File: config.mk
export PLATFORM = sky130hd
export DESIGN_NAME = blake_round_counter
export DESIGN_NICKNAME = d
export VERILOG_FILES = /design/src/rtl/blake_round_counter.sv
export SDC_FILE = /design/constraint.sdc
export NUM_CORES = 1
export LEC_CHECK = 0
export BUFFER_PORTS_ARGS = -buffer_cell sky130_fd_sc_hd__buf_2
export CORE_MARGIN = 2
export CORE_UTILIZATION = 54
export CTS_CLUSTER_DIAMETER = 40
export CTS_CLUSTER_SIZE = 12
export DETAILED_ROUTE_END_ITERATION = 6
export PLACE_DENSITY_LB_ADDON = 0.12
export SLEW_MARGIN = 10
export SYNTH_ARGS = -nofsm -noshare
export SYNTH_HDL_FRONTEND = slang
export SYNTH_SLANG_ARGS = --single-unit
File: constraint.sdc
create_clock -name clk -period 2.55 [get_ports clk]
set_input_delay 0.255 -clock clk [delete_from_list [all_inputs] [get_ports clk]]
set_output_delay 0.255 -clock clk [all_outputs]
set_load 0.05 [all_outputs]
File: src/rtl/blake_round_counter.sv
// Round/step sequencer for the single-G BLAKE-512 core: G-step, round, sigma row and phase.
// Optional BLAKE_STALL_EN adds a stall input that freezes every counter and masks the pulses.
module blake_round_counter #(
   parameter int NUM_ROUNDS = 16,
   parameter int G_LAT      = 2
) (
   input  logic       clk,
   input  logic       rstb,
   input  logic       init_round,
   input  logic       round_ing,
`ifdef BLAKE_STALL_EN
   input  logic       stall,
`endif
   output logic [2:0] g_idx,
   output logic       diag,
   output logic [3:0] round_idx,
   output logic [3:0] sigma_row,
   output logic [2:0] sub_cnt,
   output logic       g_start,
   output logic       g_last,
   output logic       count_done
);

   localparam logic [2:0] SUB_LAST   = 3'(G_LAT - 1);
   localparam logic [3:0] ROUND_LAST = 4'(NUM_ROUNDS - 1);

   logic [2:0] sub_cnt_reg, sub_cnt_next;
   logic [2:0] g_idx_reg, g_idx_next;
   logic [3:0] round_idx_reg, round_idx_next;
   logic [3:0] sigma_row_reg, sigma_row_next;
   logic       stall_int;
   logic       advance;
   logic       sub_wrap;
   logic       step_wrap;
   logic       round_wrap;

`ifdef BLAKE_STALL_EN
   assign stall_int = stall;
`else
   assign stall_int = 1'b0;
`endif

   assign advance    = round_ing && !stall_int;
   assign sub_wrap   = (sub_cnt_reg == SUB_LAST);
   assign step_wrap  = sub_wrap && (g_idx_reg == 3'd7);
   assign round_wrap = step_wrap && (round_idx_reg == ROUND_LAST);

   always_comb begin
      sub_cnt_next   = sub_cnt_reg;
      g_idx_next     = g_idx_reg;
      round_idx_next = round_idx_reg;
      sigma_row_next = sigma_row_reg;
      if (init_round) begin
         sub_cnt_next   = 3'd0;
         g_idx_next     = 3'd0;
         round_idx_next = 4'd0;
         sigma_row_next = 4'd0;
      end else if (advance) begin
         if (sub_wrap) begin
            sub_cnt_next = 3'd0;
            g_idx_next   = g_idx_reg + 3'd1;
         end else begin
            sub_cnt_next = sub_cnt_reg + 3'd1;
         end
         // sigma row tracks round_idx mod 10 with a compare instead of a divider
         if (round_wrap) begin
            round_idx_next = 4'd0;
            sigma_row_next = 4'd0;
         end else if (step_wrap) begin
            round_idx_next = round_idx_reg + 4'd1;
            sigma_row_next = (sigma_row_reg == 4'd9) ? 4'd0 : sigma_row_reg + 4'd1;
         end
      end
   end

   always_ff @(posedge clk or negedge rstb) begin
      if (!rstb) begin
         sub_cnt_reg   <= 3'd0;
         g_idx_reg     <= 3'd0;
         round_idx_reg <= 4'd0;
         sigma_row_reg <= 4'd0;
      end else begin
         sub_cnt_reg   <= sub_cnt_next;
         g_idx_reg     <= g_idx_next;
         round_idx_reg <= round_idx_next;
         sigma_row_reg <= sigma_row_next;
      end
   end

   assign g_idx      = g_idx_reg;
   assign round_idx  = round_idx_reg;
   assign sigma_row  = sigma_row_reg;
   assign sub_cnt    = sub_cnt_reg;
   assign diag       = g_idx_reg[2];
   assign g_start    = advance && (sub_cnt_reg == 3'd0);
   assign g_last     = advance && sub_wrap;
   // combinational so the controller exits on exactly the last step
   assign count_done = advance && round_wrap;

endmodule

==> results.py, run 1 <==
metrics = {
    "run": {
        "cap_violations": 0,
    },
    "cells_and_area": {
        "final_cell_mix": "buf_2 (21), dfrtp_1 (14), nor2_1 (12)",
        "fin_area_um2": 942.2,
        "syn_to_final_growth_pct": 16.93,
        "fin_nets": 111,
        "diodes": 0,
        "final_util_pct": 69.79,
        "final_cells": 115,
        "drive_gt1_share_pct": 28.00,
        "layout_commonest_cell": "buf_2",
    },
    "global_routing": {
        "overflow": 0,
        "grt_max_degree": 19,
        "grt_pass1_vias": 618,
        "grt_pass1_wl_um": 2718,
        "antenna_found_initial": 0,
        "track_usage_pct": 20.45,
    },
    "sta": {
        "setup_viol": 0,
        "finalHoldViolCount": 0,
        "rsz0062_at_grt": "no",
        "fin_tns_setup_ns": 0,
        "fmax_ghz": 0.5336,
        "slew_viol_final": 0,
        "skew_ns": 0.001768,
        "timing.final.crit_share_pct": 73.49,
        "worstMarginPinSlew_ns": 0.5208,
        "fin_crit_ns": 1.874,
        "slew_headroom_pct": 64.96,
    },
    "synth": {
        "yosysTopAreaCellShare_pct": 43.48,
        "yosys_warnings": 0,
        "synth_edf_count": 0,
        "synth-async-reset-ratio_pct": 100.0,
        "synth_cells": 79,
        "synth-main-ff-cell": "dfrtp_1",
        "syn_avg_cell_area_um2": 10.20,
        "synth-seq-area-share_pct": 43.48,
        "yosys-top-cells-area": "dfrtp_1 (43%), ha_1 (7.8%), mux2i_1 (6.2%)",
        "synth-seq-cells": 14,
        "syn-cell-area_um2": 805.8,
        "synth_cell_types": 34,
        "synthesis.nets": 88,
        "yosysTopAreaCell": "dfrtp_1",
    },
    "cts": {
        "cts.repair.resized": 0,
        "h-tree-depth": 1,
        "cts_sinks": 14,
        "cts_setup_buffers": 0,
        "root_buffer": "clkbuf_4",
        "cts_buffers": 3,
        "cts_max_path_buffers": 2,
        "clock_latency_ns": 0.27,
        "holdBufCountCts": 1,
        "clk_pin_slew_ns": 0.08,
        "cts_tree": "built",
    },
    "route": {
        "post_drt_wl_per_cell_um": 13.40,
        "drtIter0Drc": 3,
        "postRouteAntennaNets": 0,
        "routed_wl_um": 1541,
        "vias_per_cell": 5.635,
        "dr_total_vias": 648,
        "remaining_drc_errors": 0,
        "detail_route.first_pass.iterations": 4,
    },
    "worst_setup_path": {
        "worstSetupStartpointType": "register",
        "crit_slowest_cell": "dfrtp_1",
        "critPathLaunch": "sub_cnt[2]",
        "path_max_fanout": 7,
        "worstPathRequired_ns": 2.30,
        "worst_setup_path_end_kind": "primary output",
        "timing.rr.start": "g_idx[0]",
        "path_cells": "nor3b_4, nand3_4, nor2_1, buf_2",
        "slowest_delay_ns": 0.48,
        "worstSetupPathType": "register to primary output",
        "arrival_ns": 1.62,
    },
    "place": {
        "place_congestion": 0.7058,
        "io_buffers": 21,
        "place.detailed.hpwl_um": 1182,
        "dp.cells": 111,
        "placed_area_um2": 909.6,
    },
    "hold_path": {
        "hp-class": "primary input to register",
        "min_from": "round_ing",
    },
    "floorplan": {
        "core_area_um2": 1350,
        "initial_core_util_pct": 59.68,
        "die_w_um": 42.63,
        "io_pins": 22,
        "die_y_um": 42.63,
        "dieArea_um2": 1817,
        "rows": 13,
    },
    "power_and_ir_drop": {
        "p_leak_uw": 0.0005024,
        "power_density_nw_per_um2": 501.8,
        "ir_drop_mv": 0.3858,
    },
    "outcome": {
        "status": "finished clean",
    },
}
-- kinds of logic (layout without fill, tap and decap cells) --
logic type	after synthesis	in the layout	synth area share, %
and+or+nand+nor	38	38	28.73
DFF	14	14	43.48
AOI/OAI and AO/OA	8	8	6.522
adders and majority gates	5	5	7.764
muxes	5	5	6.211
buffers and inverters	5	26	2.950
xor gates and xnor gates	4	4	4.349
-- through the flow --
| stage | setup WS (ns) | power, µW | hold slack, ns |
|---|---|---|---|
| floorplan | 0.3427 | 328.5 | -0.04059 |
| global placement | 0.8213 | 353.1 | 0.1600 |
| detailed placement | 0.7288 | 355.2 | 0.1590 |
| CTS | 0.6539 | 475.8 | 0.2703 |
| global route | 0.5400 | 497.0 | 0.3168 |
| finish | 0.6761 | 472.8 | 0.2744 |
-- routing by layer --
layer  GRT usage [%]  vias to the layer above  share of wire, %
li1                -                      322                 -
met1           23.91                      307                47
met2           35.15                       14                48
met3           5.603                        5               3.9
met4           7.500                        0               1.4
met5               0                        -                 0
-- power by group --
| group | internal, µW | switching, µW |
|---|---|---|
| combinational | 29.3 | 74.4 |
| clock | 54.6 | 66.9 |
| sequential | 232 | 15.8 |
| total | 316 | 157 |
-- path summary, 6_finish.rpt --
path,endpoint,slack [ns],depth (start not counted)
worst max-delay path,count_done,0.68,4
min in group asynchronous,sigma_row[3],0.40,2
worst min-delay path,sub_cnt[0],0.27,3
worst min register to register,round_idx[0],0.55,1
worst max register to register,sigma_row[3],0.69,6
max in group asynchronous,round_idx[1],1.92,2
-- cell usage after synthesis, types with 2 or more instances --
| cell type | count |
|---|---|
| dfrtp_1 | 14 |
| nand2b_1 | 2 |
| xor2_1 | 2 |
| clkbuf_1 | 2 |
| nor4_1 | 2 |
| mux2i_1 | 5 |
| nor2_1 | 12 |
| xnor2_1 | 2 |
| ha_1 | 5 |
| nand2_1 | 6 |
| o21ai_0 | 2 |
| nand3_1 | 3 |
-- critical path, delay by kind of cell, from the launching register on --
kind                   cells  cell delay (ns)
and+or+nand+nor            3             0.60
DFF                        1             0.48
buffers and inverters      1             0.27
-- cell type report --
cell class                 instances  area, µm²
multi-input combinational         60      431.7
fill                             115      407.9
sequential                        14      350.3
timing repair buffer              22      115.1
clock buffer                       3      22.52
tap                               15      18.77
inverter                           1      3.754
Note: power is estimated with default switching activity, not from simulation.
==> run 2: changes to the inputs <==
--- a/config.mk
+++ b/config.mk
@@ -7,7 +7,7 @@
 export LEC_CHECK = 0
 export BUFFER_PORTS_ARGS = -buffer_cell sky130_fd_sc_hd__buf_2
 export CORE_MARGIN = 2
-export CORE_UTILIZATION = 54
+export CORE_UTILIZATION = 45
 export CTS_CLUSTER_DIAMETER = 40
 export CTS_CLUSTER_SIZE = 12
 export DETAILED_ROUTE_END_ITERATION = 6
==> constraint.sdc (replaced) <==
create_clock -name clk -period 1.6 [get_ports clk]
set_input_delay 0.16 -clock clk [delete_from_list [all_inputs] [get_ports clk]]
set_output_delay 0.16 -clock clk [all_outputs]
set_load 0.05 [all_outputs]
==> run 2 against run 1 <==
Compared with the run above: register-to-register slack worse by 0.67 ns; count of clock-buffer cells in the layout up 1; sequential power up 60%; routed wire length up 25%; critical path depth up 2; cell area up 23%; cell count up 20%; hold slack worse by 0.051 ns; total power up 71%; non-clock buffer count up 12; first-iteration DRC count rose to 2.7 times the previous value; critical endpoint is now sigma_row[3]; largest cell class unchanged.
==> results.py, run 2 (synthesis results as in run 1) <==
metrics = {
    "worst_setup_path": {
        "r2r_cells": 6,
        "path_buf_inv": 0,
        "setup.worst_path.end": "sigma_row[3]",
        "path_cells": "ha_4, ha_4, nand2_4, nor4_4, nor3_2, a311o_1",
        "critPathTopFamily": "simple AND/OR/NAND/NOR gates",
        "worstPathRequired_ns": 1.77,
        "path_max_fanout": 4,
        "crit_cells": 6,
        "r2r_slack_ns": 0.02,
        "worstSetupStartpointType": "register",
        "worst_setup_path_end_kind": "register",
        "crit_slowest_cell": "dfrtp_2",
        "crit_path_frequent_cell": "ha_4",
        "slowest_delay_ns": 0.40,
        "critPathLaunch": "g_idx[0]",
        "r2r_end": "sigma_row[3]",
        "worstSetupPathType": "register to register",
        "arrival_ns": 1.75,
        "timing.rr.start": "g_idx[0]",
    },
    "power_and_ir_drop": {
        "power_density_nw_per_um2": 699.2,
        "internal_power_uw": 535.9,
        "p_leak_uw": 0.0005654,
        "p_switching_uw": 271.7,
        "power_frac_seq_pct": 49.1,
        "swShare_pct": 33.64,
        "finalPower_uw": 807.5,
        "ir_drop_mv": 0.4230,
        "comb_power_share_pct": 24.9,
        "p_clk_share_pct": 26.0,
    },
    "global_routing": {
        "overflow": 0,
        "track_usage_pct": 19.05,
        "grt_max_degree": 19,
        "grt_pass1_vias": 634,
        "grt_pass1_wl_um": 2863,
        "antenna_found_initial": 0,
    },
    "route": {
        "drt-met1-wl_um": 824,
        "dr_total_vias": 724,
        "met2_length_um": 1026,
        "vias_per_cell": 5.246,
        "post_drt_wl_per_cell_um": 13.95,
        "routed_wl_um": 1925,
        "postRouteAntennaNets": 0,
        "wl_met3_um": 60,
        "remaining_drc_errors": 0,
        "detail_route.first_pass.iterations": 3,
        "drtIter0Drc": 8,
        "routed.top_layer": "met4",
    },
    "cells_and_area": {
        "fin_area_um2": 1155,
        "syn_to_final_growth_pct": 43.32,
        "diodes": 0,
        "fin_nets": 123,
        "fillers": 135,
        "final_util_pct": 67.62,
        "drive_gt1_share_pct": 50.44,
        "final_cell_mix": "buf_2 (18), buf_4 (12), nor2_1 (11)",
        "layout_commonest_cell": "buf_2",
    },
    "cts": {
        "cts_sinks": 14,
        "cts_tree": "built",
        "root_buffer": "clkbuf_4",
        "cts_max_path_buffers": 2,
        "clk_pin_slew_ns": 0.09,
        "cts_buffers": 3,
        "clock_latency_ns": 0.28,
        "h-tree-depth": 1,
    },
    "hold_path": {
        "worstHoldPathCells": 3,
        "hp-class": "primary input to register",
    },
    "sta": {
        "timing.final.crit_share_pct": 98.53,
        "slew_viol_final": 0,
        "fin_crit_ns": 1.576,
        "worstMarginPinSlew_ns": 0.3234,
        "setup_viol": 0,
        "slew_headroom_pct": 78.44,
        "rsz0062_at_grt": "yes",
        "finalHoldViolCount": 0,
        "fin_tns_setup_ns": 0,
        "skew_ns": 0.01302,
        "holdWs_ns": 0.2234,
        "fmax_ghz": 0.6343,
    },
    "floorplan": {
        "die_y_um": 46.32,
        "dieArea_um2": 2145,
        "rows": 15,
        "die_w_um": 46.32,
        "core_area_um2": 1708,
        "initial_core_util_pct": 47.18,
        "io_pins": 22,
    },
    "outcome": {
        "status": "finished clean",
    },
    "place": {
        "io_buffers": 21,
        "place.detailed.hpwl_um": 1300,
        "placed_area_um2": 1013,
        "place_congestion": 0.8579,
    },
    "run": {
        "cap_violations": 0,
    },
}
## run 2: routing by layer
layer  track usage, %  vias up
met2            31.39       13
met3            3.529        2
li1                 -      350
met1            23.91      359
met4            8.571        0
met5                0        -
## run 2: worst min-delay path by stage
stage | startpoint | end | slack (ns)
detailed placement | rstb | sigma_row[2] | 0.08
global placement | rstb | round_idx[3] | 0.07
finish | round_ing | sub_cnt[0] | 0.22
global route | round_ing | sub_cnt[0] | 0.23
floorplan | rstb | g_idx[0] | -0.14
CTS | round_ing | sub_cnt[0] | 0.21
## run 2: timing repair
action,CTS,global route
hold buffers,1,0
gates resized for setup,5,9
setup endpoints to repair,4,7
endpoints found under the hold margin,14,0
buffers inserted,0,5
pin swaps,1,4
gates cloned,0,0
## run 2: worst reg2reg max path: stages, from the launching register on
cell and delay, ns:
dfrtp_2 0.40, ha_4 0.15, ha_4 0.17, nand2_4 0.05
nor4_4 0.30, nor3_2 0.08, a311o_1 0.32
## run 2: power by group through the flow
stage                     Sequential, µW  Combinational (µW)  Clock (µW)
after global routing                 399                 215         230
after floorplan                      452                81.5           0
after CTS                            397                 180         222
after global placement               404                 173           0
after detailed placement             404                 174           0
final                                397                 201         210
## run 2: layout make-up
class | count | area [µm²] | area share (%)
multi-input combinational | 60 | 508.0 | 43.99
sequential | 14 | 361.6 | 31.31
timing repair buffer | 34 | 224.0 | 19.39
tap | 25 | 31.28 | 2.709
clock buffer | 4 | 26.28 | 2.275
inverter | 1 | 3.754 | 0.3250
## run 2: metrics by stage
step	worst slack, ns	cells
floorplan	-0.1261	79
global placement	0.05050	128
detailed placement	-0.02932	128
CTS	-0.03996	133
global route	-0.07436	138
finish	0.02355	138
